### config.mk
export PLATFORM = sky130hd
export DESIGN_NAME = w_stage_writeback
export DESIGN_NICKNAME = d
export VERILOG_FILES = /design/src/rtl/w_stage_writeback.sv
export SDC_FILE = /design/constraint.sdc
export NUM_CORES = 2
export LEC_CHECK = 0
export ABC_AREA = 1
export CELL_PAD_IN_SITES_DETAIL_PLACEMENT = 1
export CELL_PAD_IN_SITES_GLOBAL_PLACEMENT = 2
export CORE_MARGIN = 2
export CORE_UTILIZATION = 40
export DETAILED_ROUTE_END_ITERATION = 6
export PLACE_DENSITY = 0.83
export RECOVER_POWER = 100
export SYNTH_ARGS = -nofsm -noshare
export SYNTH_HDL_FRONTEND = slang
export SYNTH_SLANG_ARGS = --single-unit
### constraint.sdc
create_clock -name clk -period 5.3 [get_ports clk]
set_input_delay 0.53 -clock clk [delete_from_list [all_inputs] [get_ports clk]]
set_output_delay 0.53 -clock clk [all_outputs]
set_load 0.02 [all_outputs]
### src/rtl/w_stage_writeback.sv
// w_stage_writeback: W-stage decode, 32x32 GRF commit with read bypass, forwarding triple and commit trace
module w_stage_writeback #(
  parameter int          REG_NUM        = 32,
  parameter logic [31:0] PC_LINK_OFFSET = 32'd8
) (
  input  logic        clk,
  input  logic        reset,
  input  logic [31:0] w_instr,
  input  logic [31:0] w_pc,
  input  logic [31:0] w_alu_out,
  input  logic [31:0] w_dm_out,
  input  logic [31:0] w_ext_out,
  input  logic        w_cmp_out,
  input  logic [4:0]  rs_addr,
  input  logic [4:0]  rt_addr,
  output logic [31:0] rs_data,
  output logic [31:0] rt_data,
  output logic        w_we,
  output logic [4:0]  w_dst,
  output logic [31:0] w_wd,
  output logic        trace_valid,
  output logic [31:0] trace_pc,
  output logic [4:0]  trace_reg,
  output logic [31:0] trace_data
);
  logic [31:0] grf [REG_NUM];
  logic [5:0]  op, fn;
  logic        r_alu, r_jalr, i_alu, i_lui, i_slt, i_ld, i_jal, dec;
  logic [4:0]  dst;
  logic [31:0] wd, link;
  // decode destination and result source, then gate by $0 suppression
  always_comb begin
    op     = w_instr[31:26];
    fn     = w_instr[5:0];
    r_alu  = op == 6'h00 && (fn == 6'h21 || fn == 6'h23 || fn == 6'h24 || fn == 6'h25 || fn == 6'h2A || fn == 6'h2B);
    r_jalr = op == 6'h00 && fn == 6'h09;
    i_alu  = op == 6'h09 || op == 6'h0C || op == 6'h0D;
    i_lui  = op == 6'h0F;
    i_slt  = op == 6'h0A || op == 6'h0B;
    i_ld   = op == 6'h20 || op == 6'h21 || op == 6'h23 || op == 6'h24 || op == 6'h25;
    i_jal  = op == 6'h03;
    dec    = r_alu || r_jalr || i_alu || i_lui || i_slt || i_ld || i_jal;
    link   = w_pc + PC_LINK_OFFSET;
    dst    = i_jal ? 5'd31 : (r_alu || r_jalr) ? w_instr[15:11] : w_instr[20:16];
    wd     = (i_jal || r_jalr) ? link : i_lui ? w_ext_out : i_slt ? {31'b0, w_cmp_out} : i_ld ? w_dm_out : w_alu_out;
    w_we   = dec && dst != 5'd0;
    w_dst  = w_we ? dst : 5'd0;
    w_wd   = w_we ? wd : 32'd0;
  end
  // read ports with same-cycle writeback bypass; $0 is hardwired to zero
  always_comb begin
    rs_data = rs_addr == 5'd0 ? 32'd0 : (w_we && w_dst == rs_addr) ? w_wd : grf[rs_addr];
    rt_data = rt_addr == 5'd0 ? 32'd0 : (w_we && w_dst == rt_addr) ? w_wd : grf[rt_addr];
  end
  // register file commit; reset clears every entry and drops any pending write
  always_ff @(posedge clk) begin
    if (reset) begin
      for (int i = 0; i < REG_NUM; i++) grf[i] <= 32'd0;
    end else if (w_we) begin
      grf[w_dst] <= w_wd;
    end
  end
  // one-cycle commit trace, zeroed when nothing committed
  always_ff @(posedge clk) begin
    if (reset) begin
      trace_valid <= 1'b0;
      trace_pc    <= 32'd0;
      trace_reg   <= 5'd0;
      trace_data  <= 32'd0;
    end else begin
      trace_valid <= w_we;
      trace_pc    <= w_we ? w_pc : 32'd0;
      trace_reg   <= w_dst;
      trace_data  <= w_wd;
    end
  end
endmodule

==> metrics.txt <==
outcome finished with violations; failing checks capacitance limit, slew limit; relative slew slack -98.22%; critical-path cell list clkdlybuf4s50_1 -> nor2_1 -> inv_1 -> nor2_2 -> nand2_1 -> nand2_2 -> nand2_1 -> nand3_2 -> nor2_1 -> nand3_2 -> nand3_1 -> clkbuf_1 -> nor3_1 -> buf_4 -> nand2_1 -> nand2_2 -> buf_4; Worst setup EP type register; largest net degree at the start of global routing 110; met2 wire length 127,000 µm; multi-input logic area 0.02354 mm²; Synth top cells by count 1,414 x nand2_1, 1,268 x nor2_1, 1,024 x edfxtp_1; Min-Delay Path Class input pin to register; Die H 389.0 µm; Initial Util 40.20%; vias per std cell 6.181; Root Buffer clkbuf_16; Post-Syn Area 0.05930 mm²; worst IR drop on VDD 0.2919 mV; Tot GR Track Use 35.15%; Tcrit/Tclk final 95.71%; power per cell area 323.3 mW/mm²; synthesis-to-layout area growth 18.40%; number of antenna violations at the first check in global routing 5; Top reg by flops grf; synth warn 0; Reg area 0.03215 mm²; most numerous cell on the critical path nand2_1; kind of critical path input pin to register; CTS tree done; Critical-path top delay cell nor3_1; setup total negative slack 0 ps; Post-layout nets 7,477; vias post-DR 57.73k; kind of start point of the critical path input pin; CTS Buf Count 135; CP arrival 5480 ps; Largest register FFs 1,024; post-synthesis adder-cell area fraction 0.02110%; clk slew on worst S/H paths 50 ps; worst hold stages 3; Die X 389.0 µm; WP data required 5710 ps; Placed Area 0.06636 mm²; Final Critical Period 5073 ps; Fin. Hold Viols 0; fraction of layout cells with a size suffix above 1 7.962%; first-pass GRT wire length 393,200 µm; cell taking the most area after synthesis edfxtp_1; Synth Area in Compound Gates 17.90%; Routed WL 272,300 µm; Max-Cap Viols 13; CP bufs+invs 5; Residual DRC 0; Crit path max-delay family simple AND/OR/NAND/NOR gates; Post-Synth Simple-Gate Area 21.19%; fillers 17.29k; register area share after synthesis 54.22%; count of cell types in the netlist 38; clk sinks 1,094; H-tree depth 4; Layout Cell Area excl Fill 0.07020 mm²; max-slew violations 358; met3 wire len 20,300 µm; Resized cells post-CTS 0; gpl congestion 0.8975; Post-synth EDFFs 1,024; hold path start w_pc[1]; critical path depth 17; Post-CTS Hold Buffers 0; wire per inst 29.15 µm; Synth Area in XOR/XNOR 0.2068%; core area 0.1475 mm²; mux cell area share after synthesis 0%; largest family of logic cells by synthesized area simple AND/OR/NAND/NOR gates; number of routed nets with antenna violations 0; Hold EP trace_pc[1]$_SDFF_PN0_; drt first pass iters 6; cell with the most instances after synthesis nand2_1; syn_area_per_cell 8.317 µm²; die area 0.1513 mm²; crit-path max FO 21; final setup vio count 0; met1 wire length 108,000 µm; top layer in use met5; async set-reset flop share out of synthesis 0%; Top Ports 345; initial drt markers 6,416; count of buffers from port buffering 334; f_max 0.1971 GHz; Yosys reg bits 1,094; Core Rows 141; leakage power 26.28 nW; ranking of synthesized cells by area edfxtp_1 52%, nand2_1 9.0%, a21oi_1 8.4%; largest registers grf x1024, trace_data x32, trace_pc x32; Setup Buffers After CTS 0; Overflow after GRT 0; max incr delay on CP 1550 ps; Syn Inst Count 7,130; Main synth FF type edfxtp_1; RSZ-0062 raised after global routing false; vias in the first global route 58.81k; Bufs on Longest Clock Path 3; fraction of post-synthesis cell area in the top cell type by area 51.86%; Least-Margin Pin Slew 2973 ps; Util after Layout 47.60%; DP HPWL 170,600 µm
## layout by cell type (no fill, tap or decap), types with 5 or more instances in the layout
cell,netlist,routed
clkinv_1,2,37
nand3_2,3,7
buf_6,0,8
nand2_1,1414,1375
nor3_1,83,86
clkdlybuf4s50_1,0,154
a221o_1,19,19
xor2_1,14,14
clkbuf_8,0,7
conb_1,1,32
dfxtp_1,70,70
clkinv_2,0,13
and3_1,26,26
buf_4,0,230
nand2_2,2,40
nor2_1,1268,1265
o311ai_0,228,223
a31oi_1,30,30
a211oi_1,11,11
o211ai_1,11,11
edfxtp_1,1024,1024
inv_6,0,5
clkbuf_2,0,42
a221oi_1,61,61
dlygate4sd3_1,0,163
clkbuf_1,567,46
nor4_1,6,6
nand4_1,14,14
nand3_1,339,335
buf_12,0,57
inv_1,318,315
a21oi_1,1000,1000
clkbuf_16,0,142
o21ai_0,482,482
bufinv_16,0,9
o311ai_1,0,5
## power by group
group	internal [W]	switching [W]	leakage [nW]
Combinational	0.000991	0.00236	13.9
Clock	0.00540	0.00386	2.11
Sequential	0.00988	0.000210	10.3
Total	0.0163	0.00643	26.3
## metrics by stage
stage          power [W]  setup WS (ps)  hold slack [ps]  std cells
5_1_grt          0.02329          35.45            325.0       9340
3_5_place_dp     0.01361          296.3             1081       9096
2_1_floorplan    0.01191           1689            642.2       7161
4_1_cts          0.02277          283.5            268.8       9340
3_3_place_gp     0.01353          309.3             1073       9096
6_report         0.02270          227.3            321.0       9341
## logic make-up (layout without fill, tap and decap cells)
| logic type | after synthesis | count (layout) |
|---|---|---|
| AOI/OAI and AO/OA | 1857 | 1857 |
| xor gates and xnor gates | 14 | 14 |
| adders and majority gates | 1 | 1 |
| buffers and inverters | 1004 | 1253 |
| DFF | 1094 | 1094 |
| other | 1 | 33 |
| and+or+nand+nor | 3159 | 3159 |
## layout make-up
class	instances	share of cell area [%]
clock buffer	175	5.323
multi-input combinational	5063	33.53
inverter	324	1.786
clock inverter	69	0.8359
tap	1930	3.440
antenna	1	0.003564
timing repair buffer	685	9.289
sequential	1094	45.80
## worst max-delay path by stage
stage / end / from
6_report: grf[7][7]$_SDFFCE_PN0P_ / w_instr[31]
2_1_floorplan: grf[1][0]$_SDFFCE_PN0P_ / w_instr[31]
3_3_place_gp: rt_data[19] / w_instr[27]
5_1_grt: grf[7][7]$_SDFFCE_PN0P_ / w_instr[28]
3_5_place_dp: rt_data[20] / w_instr[28]
4_1_cts: rt_data[20] / w_instr[28]
## layer usage
metal	track usage, %	vias to the layer above
li1	-	25030
met1	45.59	29290
met2	56.95	2713
met3	4.454	691
met4	19.77	4
met5	0	-
Note: power is estimated with default switching activity, not from simulation.
